<file path="src/rtl/debounce_pkg.sv">
// Shared constants and event-state encoding for the debounce_bank input conditioner.
package debounce_pkg;

  typedef enum logic {
    EVT_IDLE = 1'b0,
    EVT_PEND = 1'b1
  } evt_state_t;

  localparam int NUM_CHANNELS  = 14;
  localparam int DEFAULT_DEPTH = 8;
  localparam int DEFAULT_DIV   = 500;

  localparam int CH_SENSOR0 = 0;
  localparam int CH_SENSOR1 = 1;
  localparam int CH_SENSOR2 = 2;
  localparam int CH_SENSOR3 = 3;
  localparam int CH_SENSOR4 = 4;
  localparam int CH_SENSOR5 = 5;
  localparam int CH_SENSOR6 = 6;
  localparam int CH_SENSOR7 = 7;
  localparam int CH_SENSOR8 = 8;
  localparam int CH_SENSOR9 = 9;
  localparam int CH_BOUND_N = 10;
  localparam int CH_BOUND_S = 11;
  localparam int CH_BOUND_E = 12;
  localparam int CH_BOUND_W = 13;

endpackage

</file>
<file path="src/rtl/debounce_channel.sv">
// One debounce lane: 2-flop synchroniser, polarity fix, DEPTH-sample window
// and hysteretic state with registered rise/fall pulses.
module debounce_channel
  import debounce_pkg::*;
#(
  parameter int   DEPTH = DEFAULT_DEPTH,
  parameter logic INV   = 1'b1
) (
  input  logic clk,
  input  logic reset,
  input  logic raw,
  input  logic tick,
  output logic state,
  output logic rise,
  output logic fall
);

  logic             sync_p0;
  logic             sync_p1;
  logic             synced;
  logic [DEPTH-1:0] window_p2;

  assign synced = sync_p1 ^ INV;

  always_ff @(posedge clk) begin
    if (reset) begin
      sync_p0   <= 1'b0;
      sync_p1   <= 1'b0;
      window_p2 <= '0;
      state     <= 1'b0;
      rise      <= 1'b0;
      fall      <= 1'b0;
    end else begin
      // stage 0/1: metastability filter
      sync_p0 <= raw;
      sync_p1 <= sync_p0;
      // stage 2: sample window advances on the shared prescaler tick
      if (tick) begin
        window_p2 <= {window_p2[DEPTH-2:0], synced};
      end
      // stage 3: state only moves on a unanimous window
      rise <= 1'b0;
      fall <= 1'b0;
      if ((&window_p2) && !state) begin
        state <= 1'b1;
        rise  <= 1'b1;
      end else if (!(|window_p2) && state) begin
        state <= 1'b0;
        fall  <= 1'b1;
      end
    end
  end

endmodule

</file>
<file path="src/rtl/debounce_bank.sv">
// Multi-channel debounced input conditioner with shared sample prescaler.
// Optional change-event record built when DEBOUNCE_EVENT_EN is defined.
module debounce_bank
  import debounce_pkg::*;
#(
  parameter int                  CHANNELS = NUM_CHANNELS,
  parameter int                  DEPTH    = DEFAULT_DEPTH,
  parameter int                  DIV      = DEFAULT_DIV,
  parameter logic [CHANNELS-1:0] INVERT   = '1
) (
  input  logic                clk,
  input  logic                reset,
  input  logic [CHANNELS-1:0] raw_in,
  output logic [CHANNELS-1:0] state,
  output logic [CHANNELS-1:0] rise,
  output logic [CHANNELS-1:0] fall,
  output logic                evt_valid,
  output logic [CHANNELS-1:0] evt_mask,
  output logic                evt_overrun,
  input  logic                evt_ack
);

  localparam int CNT_W = $clog2(DIV) + 1;

  logic [CNT_W-1:0] div_cnt;
  logic             tick;

  assign tick = (div_cnt == CNT_W'(DIV - 1));

  always_ff @(posedge clk) begin
    if (reset || tick) begin
      div_cnt <= '0;
    end else begin
      div_cnt <= div_cnt + CNT_W'(1);
    end
  end

  for (genvar i = 0; i < CHANNELS; i++) begin : g_ch
    debounce_channel #(
      .DEPTH (DEPTH),
      .INV   (INVERT[i])
    ) u_ch (
      .clk   (clk),
      .reset (reset),
      .raw   (raw_in[i]),
      .tick  (tick),
      .state (state[i]),
      .rise  (rise[i]),
      .fall  (fall[i])
    );
  end

`ifdef DEBOUNCE_EVENT_EN
  evt_state_t          evt_state, evt_state_nxt;
  logic [CHANNELS-1:0] mask_q, mask_nxt;
  logic                ovr_q, ovr_nxt;
  logic [CHANNELS-1:0] chg;

  assign chg = rise | fall;

  always_ff @(posedge clk) begin
    if (reset) begin
      evt_state <= EVT_IDLE;
      mask_q    <= '0;
      ovr_q     <= 1'b0;
    end else begin
      evt_state <= evt_state_nxt;
      mask_q    <= mask_nxt;
      ovr_q     <= ovr_nxt;
    end
  end

  // An ack that coincides with fresh changes re-arms with those changes
  always_comb begin
    evt_state_nxt = evt_state;
    mask_nxt      = mask_q;
    ovr_nxt       = ovr_q;
    case (evt_state)
      EVT_IDLE: begin
        if (|chg) begin
          evt_state_nxt = EVT_PEND;
          mask_nxt      = chg;
        end
      end
      EVT_PEND: begin
        if (evt_ack) begin
          ovr_nxt  = 1'b0;
          mask_nxt = chg;
          if (!(|chg)) begin
            evt_state_nxt = EVT_IDLE;
          end
        end else begin
          mask_nxt = mask_q | chg;
          if (|(mask_q & chg)) begin
            ovr_nxt = 1'b1;
          end
        end
      end
      default: evt_state_nxt = EVT_IDLE;
    endcase
  end

  assign evt_valid   = (evt_state == EVT_PEND);
  assign evt_mask    = mask_q;
  assign evt_overrun = ovr_q;
`else
  logic unused_evt_ack;

  assign unused_evt_ack = evt_ack;
  assign evt_valid      = 1'b0;
  assign evt_mask       = '0;
  assign evt_overrun    = 1'b0;
`endif

endmodule
</file>
<file path="config.mk">
export PLATFORM = sky130hd
export DESIGN_NAME = debounce_bank
export DESIGN_NICKNAME = d
export VERILOG_FILES = /design/src/rtl/debounce_pkg.sv /design/src/rtl/debounce_channel.sv /design/src/rtl/debounce_bank.sv
export SDC_FILE = /design/constraint.sdc
export NUM_CORES = 1
export LEC_CHECK = 0
export BUFFER_PORTS_ARGS = -buffer_cell sky130_fd_sc_hd__buf_2
export CAP_MARGIN = 5
export CORE_ASPECT_RATIO = 0.5
export CORE_MARGIN = 2
export CORE_UTILIZATION = 60
export DETAILED_ROUTE_END_ITERATION = 12
export PLACE_DENSITY_LB_ADDON = 0.12
export REMOVE_ABC_BUFFERS = 1
export SLEW_MARGIN = 0
export SYNTH_ARGS = -nofsm -noshare
export SYNTH_HDL_FRONTEND = slang
export SYNTH_SLANG_ARGS = --single-unit
</file>
<file path="constraint.sdc">
create_clock -name clk -period 3.9 [get_ports clk]
set_input_delay 0.39 -clock clk [delete_from_list [all_inputs] [get_ports clk]]
set_output_delay 0.39 -clock clk [all_outputs]
set_load 0.005 [all_outputs]
</file>
Yosys cells after proc, flatten, opt, wreduce, memory -nomap -nowiden
Cells that the tools add are included.
{"block": "word_totals", "in_bits": 17, "reg_bits": 192}
{"block": "classes", "n_mux": 56, "bitwise": 14, "add_sub_neg": 1, "n_reduce_logical": 113, "n_eq_ne": 1}
{"operator": "AND reduction 8 bit", "n": 14}
{"operator": "OR reduction 8 bit", "n": 14}
{"operator": "two-way mux 1 bit", "n": 56}
{"operator": "logical AND 1 bit", "n": 28}
{"operator": "zero test 1 bit", "n": 28}
{"operator": "nonzero test 2 bit", "n": 14}
{"operator": "OR reduction 2 bit", "n": 14}
{"operator": "NOT 1 bit", "n": 14}
{"operator": "adder 10 x 1 -> 10 bit, second input constant", "n": 1}
{"operator": "== test 10 x 9 -> 1 bit, second input constant", "n": 1}
{"operator": "logical OR 1 bit", "n": 1}

Depth between registers and ports, before layout
{"block": "logic_depth", "ltp_word": 5, "depth_mapped": 8, "mapped_depth_nobuf": 4}

Cells and area by module
Synthesis repeated with hierarchy kept, for this count alone.
{"block": "hier_totals", "cells_unflattened": 657, "hier_area_um2": 7054.3}
{"mod": "debounce_channel", "n_inst": 14, "area_each_um2": 460.4, "cells_per_inst": 42}
{"mod": "debounce_bank", "n_inst": 1, "area_each_um2": 608.1, "cells_per_inst": 69}

Worst setup path before layout
No wires, ideal clock.
{"block": "synth_path", "path_kind": "register -> register", "startpoint": "register div_cnt[0]", "endpoint": "register g_ch[13].u_ch.window_p2[7]", "arrival_time_ns": 1.833, "synth_period_minus_slack_ns": 1.949, "path_stages_with_launch": 7, "t_required_ns": 3.784, "n_path_buf": 2, "slack_ns": 1.951, "cell_sequence": "dfxtp_1 > ha_1 > or4b_1 > buf_2 > or3_4 > buf_6 > a31o_1"}
{"block": "synth_via", "elab_chain_cells": 1}
{"element": "start, declared", "line_no": "debounce_bank.sv:25", "source": "logic [CNT_W-1:0] div_cnt;"}
{"element": "start signal, assigned", "line_no": "debounce_bank.sv:34", "source": "div_cnt <= div_cnt + CNT_W'(1);"}
{"element": "== test 10 x 9 -> 1 bit", "line_no": "debounce_bank.sv:28", "source": "assign tick = (div_cnt == CNT_W'(DIV - 1));"}
{"element": "end signal, assigned", "line_no": "debounce_channel.sv:39", "source": "window_p2 <= {window_p2[DEPTH-2:0], synced};"}
{"element": "end, declared", "line_no": "debounce_channel.sv:21", "source": "logic [DEPTH-1:0] window_p2;"}
No other way between the ends.
A chain may end at the register's enable or synchronous reset.

Final worst setup path
{"block": "layout_path", "startpoint": "register div_cnt[0]", "endpoint": "register g_ch[2].u_ch.window_p2[5]"}
{"block": "layout_via", "elab_chain_cells": 1}
{"element": "== test 10 x 9 -> 1 bit", "line_no": "debounce_bank.sv:28"}
{"element": "end signal, assigned", "line_no": "debounce_channel.sv:39"}
{"element": "end, declared", "line_no": "debounce_channel.sv:21"}
No other way between the ends.

==> reports/results.ini <==
[status]
status=finished clean

[pwr]
peakVddDrop_v=0.0003270
power_density_mw_per_mm2=485.1
p_leak_nw=2.965
power.total_mw=3.883

[flow_run]
cap_violations=0

[synth]
synth_fa_ha_area_frac=0.001683
synth-seq-cells=192
synth_mux_area_frac=0.1347
postSynthAreaPerCell_sq_um=10.44
yosys_warnings=0
synth_edf_count=0
ys_types=43
synth_compound_area_frac=0.03989
ys_seq_area_frac=0.5171
synth_simple_gate_area_share=0.2077
synthCells=712
syn_area_sq_mm=0.007433
postSynth.asyncResetShare=0
synth_top_family_by_area=simple AND/OR/NAND/NOR gates
synth-xor-area-share=0.003535
ys_dominant_reg_cell=dfxtp_1

[sta]
hold_violations=0
drv_slew=0
tightest_slew_ns=0.7311
timing.hold.ws_ns=0.1733
fin_setup_tns_ns=0
slew-limit-headroom=0.5126
finalWorstSetupSlack_ns=1.521
setup_viol=0
rsz0062_at_grt=false
max_freq_ghz=0.4203
period_minus_slack_ns=2.379
period_share=0.6101
fin_skew_ns=0.01177

[cts]
worst_skew_pair.late_latency_ns=0.42
post-cts-setup-buffers=0
ctsHoldBuffers=0
clk_pin_slew_ns=0.07
numClockSinks=192
htree_levels=4
cts-resized-gates=0
cts_tree=built
cts_root_buf=clkbuf_16
numCtsBuffers=17
clockBufferDepth=2

[worst_setup_path]
start_kind=flip-flop
rr_endpoint=g_ch[2].u_ch.window_p2[5]$_SDFFE_PP0N_
startpoint=div_cnt[0]$_SDFF_PP0_
rr_startpoint=div_cnt[0]$_SDFF_PP0_
critical_path.cell_chain=ha_1, or4b_1, nor3_4, buf_4, mux2i_1
end_kind=flip-flop
crit_path_max_fanout=44
slowest_delay_ns=0.62
path_class=flip-flop to flip-flop
cp_slowest_cell=buf_4
reg2reg_slack_ns=1.52
critPathRequiredTime_ns=4.23
arrival_ns=2.71
reg2reg_depth=5
crit_path_end=g_ch[2].u_ch.window_p2[5]$_SDFFE_PP0N_

[min_path]
hp-class=input port to flip-flop

[floorplan]
die-area_sq_mm=0.01335
die_h_microns=82.71
initial_utilization=0.6222
die-width_microns=161.4
core_area_sq_mm=0.01195
ios=75
core.rowCount=28

[global_route]
grt_overflow=0
grt_usage=0.1939
grt_pass1_wl_mm=20.72
grt_pass1_vias=4620
grt_max_degree=71
antenna_found_initial=0

[cells_and_area]
mostFrequentLayoutCell=dfxtp_1
insertedDiodeCount=0
drive_gt1_frac=0.1788
finish.instance_area_sq_mm=0.008003
fill_cells=931
final_util=0.6699
final_cell_mix=192 x dfxtp_1, 100 x mux2i_1, 93 x nand2_1, 57 x buf_2, 42 x nor4_1
seqCellArea_sq_mm=0.003844
area_growth_pct=7.659
nets=732
fin_cells=892
multi_input_area_sq_mm=0.002947

[place]
portBuffers=57
gp_congestion=0.7359
dpl.hpwl_mm=7.725
post-place-ws_ns=1.526
placedCellCount=860
place_area_sq_mm=0.007371

[routing]
first_pass_iters=4
vias_per_cell=5.405
route.detailed.drc=0
antenna_left=0
via_count=4821
wl_per_cell_microns=13.75
drtIter0Drc=211
drt-total-wl_mm=12.27

==> registers in the layout, indices dropped and copies added (netlist names) <==
signal,cells
g_ch.u_ch.sync_p0,14
g_ch.u_ch.window_p2,112
div_cnt,10
g_ch.u_ch.fall,14
g_ch.u_ch.rise,14
g_ch.u_ch.sync_p1,14
g_ch.u_ch.state,14
==> synth_stat cells, types with 2 or more instances <==
cell type | number | area, sq um
dfxtp_1 | 192 | 3844
mux2i_1 | 100 | 1001
nand2_1 | 93 | 349.1
buf_4 | 64 | 480.5
nor4_1 | 42 | 262.8
nor2b_1 | 29 | 181.4
clkbuf_1 | 24 | 90.09
nand2b_1 | 24 | 150.1
nand4_1 | 19 | 118.9
a31o_2 | 17 | 148.9
nor3_1 | 16 | 80.08
nor3b_1 | 14 | 105.1
or2_2 | 14 | 87.58
nand4b_1 | 12 | 105.1
a31o_1 | 9 | 78.83
buf_12 | 4 | 80.08
inv_1 | 4 | 15.01
nand3_1 | 4 | 20.02
a211oi_1 | 2 | 15.01
buf_2 | 2 | 10.01
nor2_1 | 2 | 7.510
o21ai_0 | 2 | 10.01
or3_1 | 2 | 12.51
xnor2_1 | 2 | 17.52
==> routing by layer <==
layer	wire, microns	global-route usage
met5	0	0
met4	54	0.07232
met3	468	0.04895
met2	5786	0.3423
met1	5959	0.2349
==> how the worst min path moves through the flow <==
stage | endpoint | depth (start not counted) | slack (ns) | from
floorplan | g_ch[0].u_ch.sync_p1$_SDFF_PP0_ | 1 | 0.41 | g_ch[0].u_ch.sync_p0$_SDFF_PP0_
global route | g_ch[6].u_ch.sync_p0$_SDFF_PP0_ | 2 | 0.16 | raw_in[6]
CTS | g_ch[10].u_ch.sync_p0$_SDFF_PP0_ | 2 | 0.16 | raw_in[10]
global placement | g_ch[8].u_ch.sync_p1$_SDFF_PP0_ | 1 | 0.42 | g_ch[8].u_ch.sync_p0$_SDFF_PP0_
finish | g_ch[10].u_ch.sync_p0$_SDFF_PP0_ | 2 | 0.17 | raw_in[10]
detailed placement | g_ch[11].u_ch.sync_p1$_SDFF_PP0_ | 1 | 0.42 | g_ch[11].u_ch.sync_p0$_SDFF_PP0_
==> power breakdown <==
group	internal (mW)	total (mW)	switching [mW]	leakage (nW)
registers	1.98	1.99	0.00890	1.55
clock network	1.09	1.82	0.730	0.300
logic	0.0310	0.0785	0.0474	1.11
total	3.10	3.88	0.786	2.97
==> cells by family (layout without fill, tap and decap cells) <==
kind of cell               Yosys count  count (layout)
xor gates and xnor gates             3               3
adders and majority gates            1               1
AOI/OAI and AO/OA                   36              36
and+or+nand+nor                    278             278
muxes                              100             100
other                                1              16
buffers and inverters              101             101
DFF                                192             192
==> worst max-delay path: cells and delay by family, from the launching register on <==
family | cells | cell delay (ns)
and+or+nand+nor | 2 | 0.72
buffers and inverters | 1 | 0.62
DFF | 1 | 0.39
muxes | 1 | 0.30
adders and majority gates | 1 | 0.24
==> layout make-up <==
class | instances | share of cell area
Clock buffer | 22 | 0.06051
Clock inverter | 10 | 0.01845
Inverter | 4 | 0.002033
Multi-Input combinational cell | 434 | 0.3682
Sequential cell | 192 | 0.4803
Tap cell | 165 | 0.02580
Timing Repair Buffer | 65 | 0.04472
(Power assumes the default switching activity.)
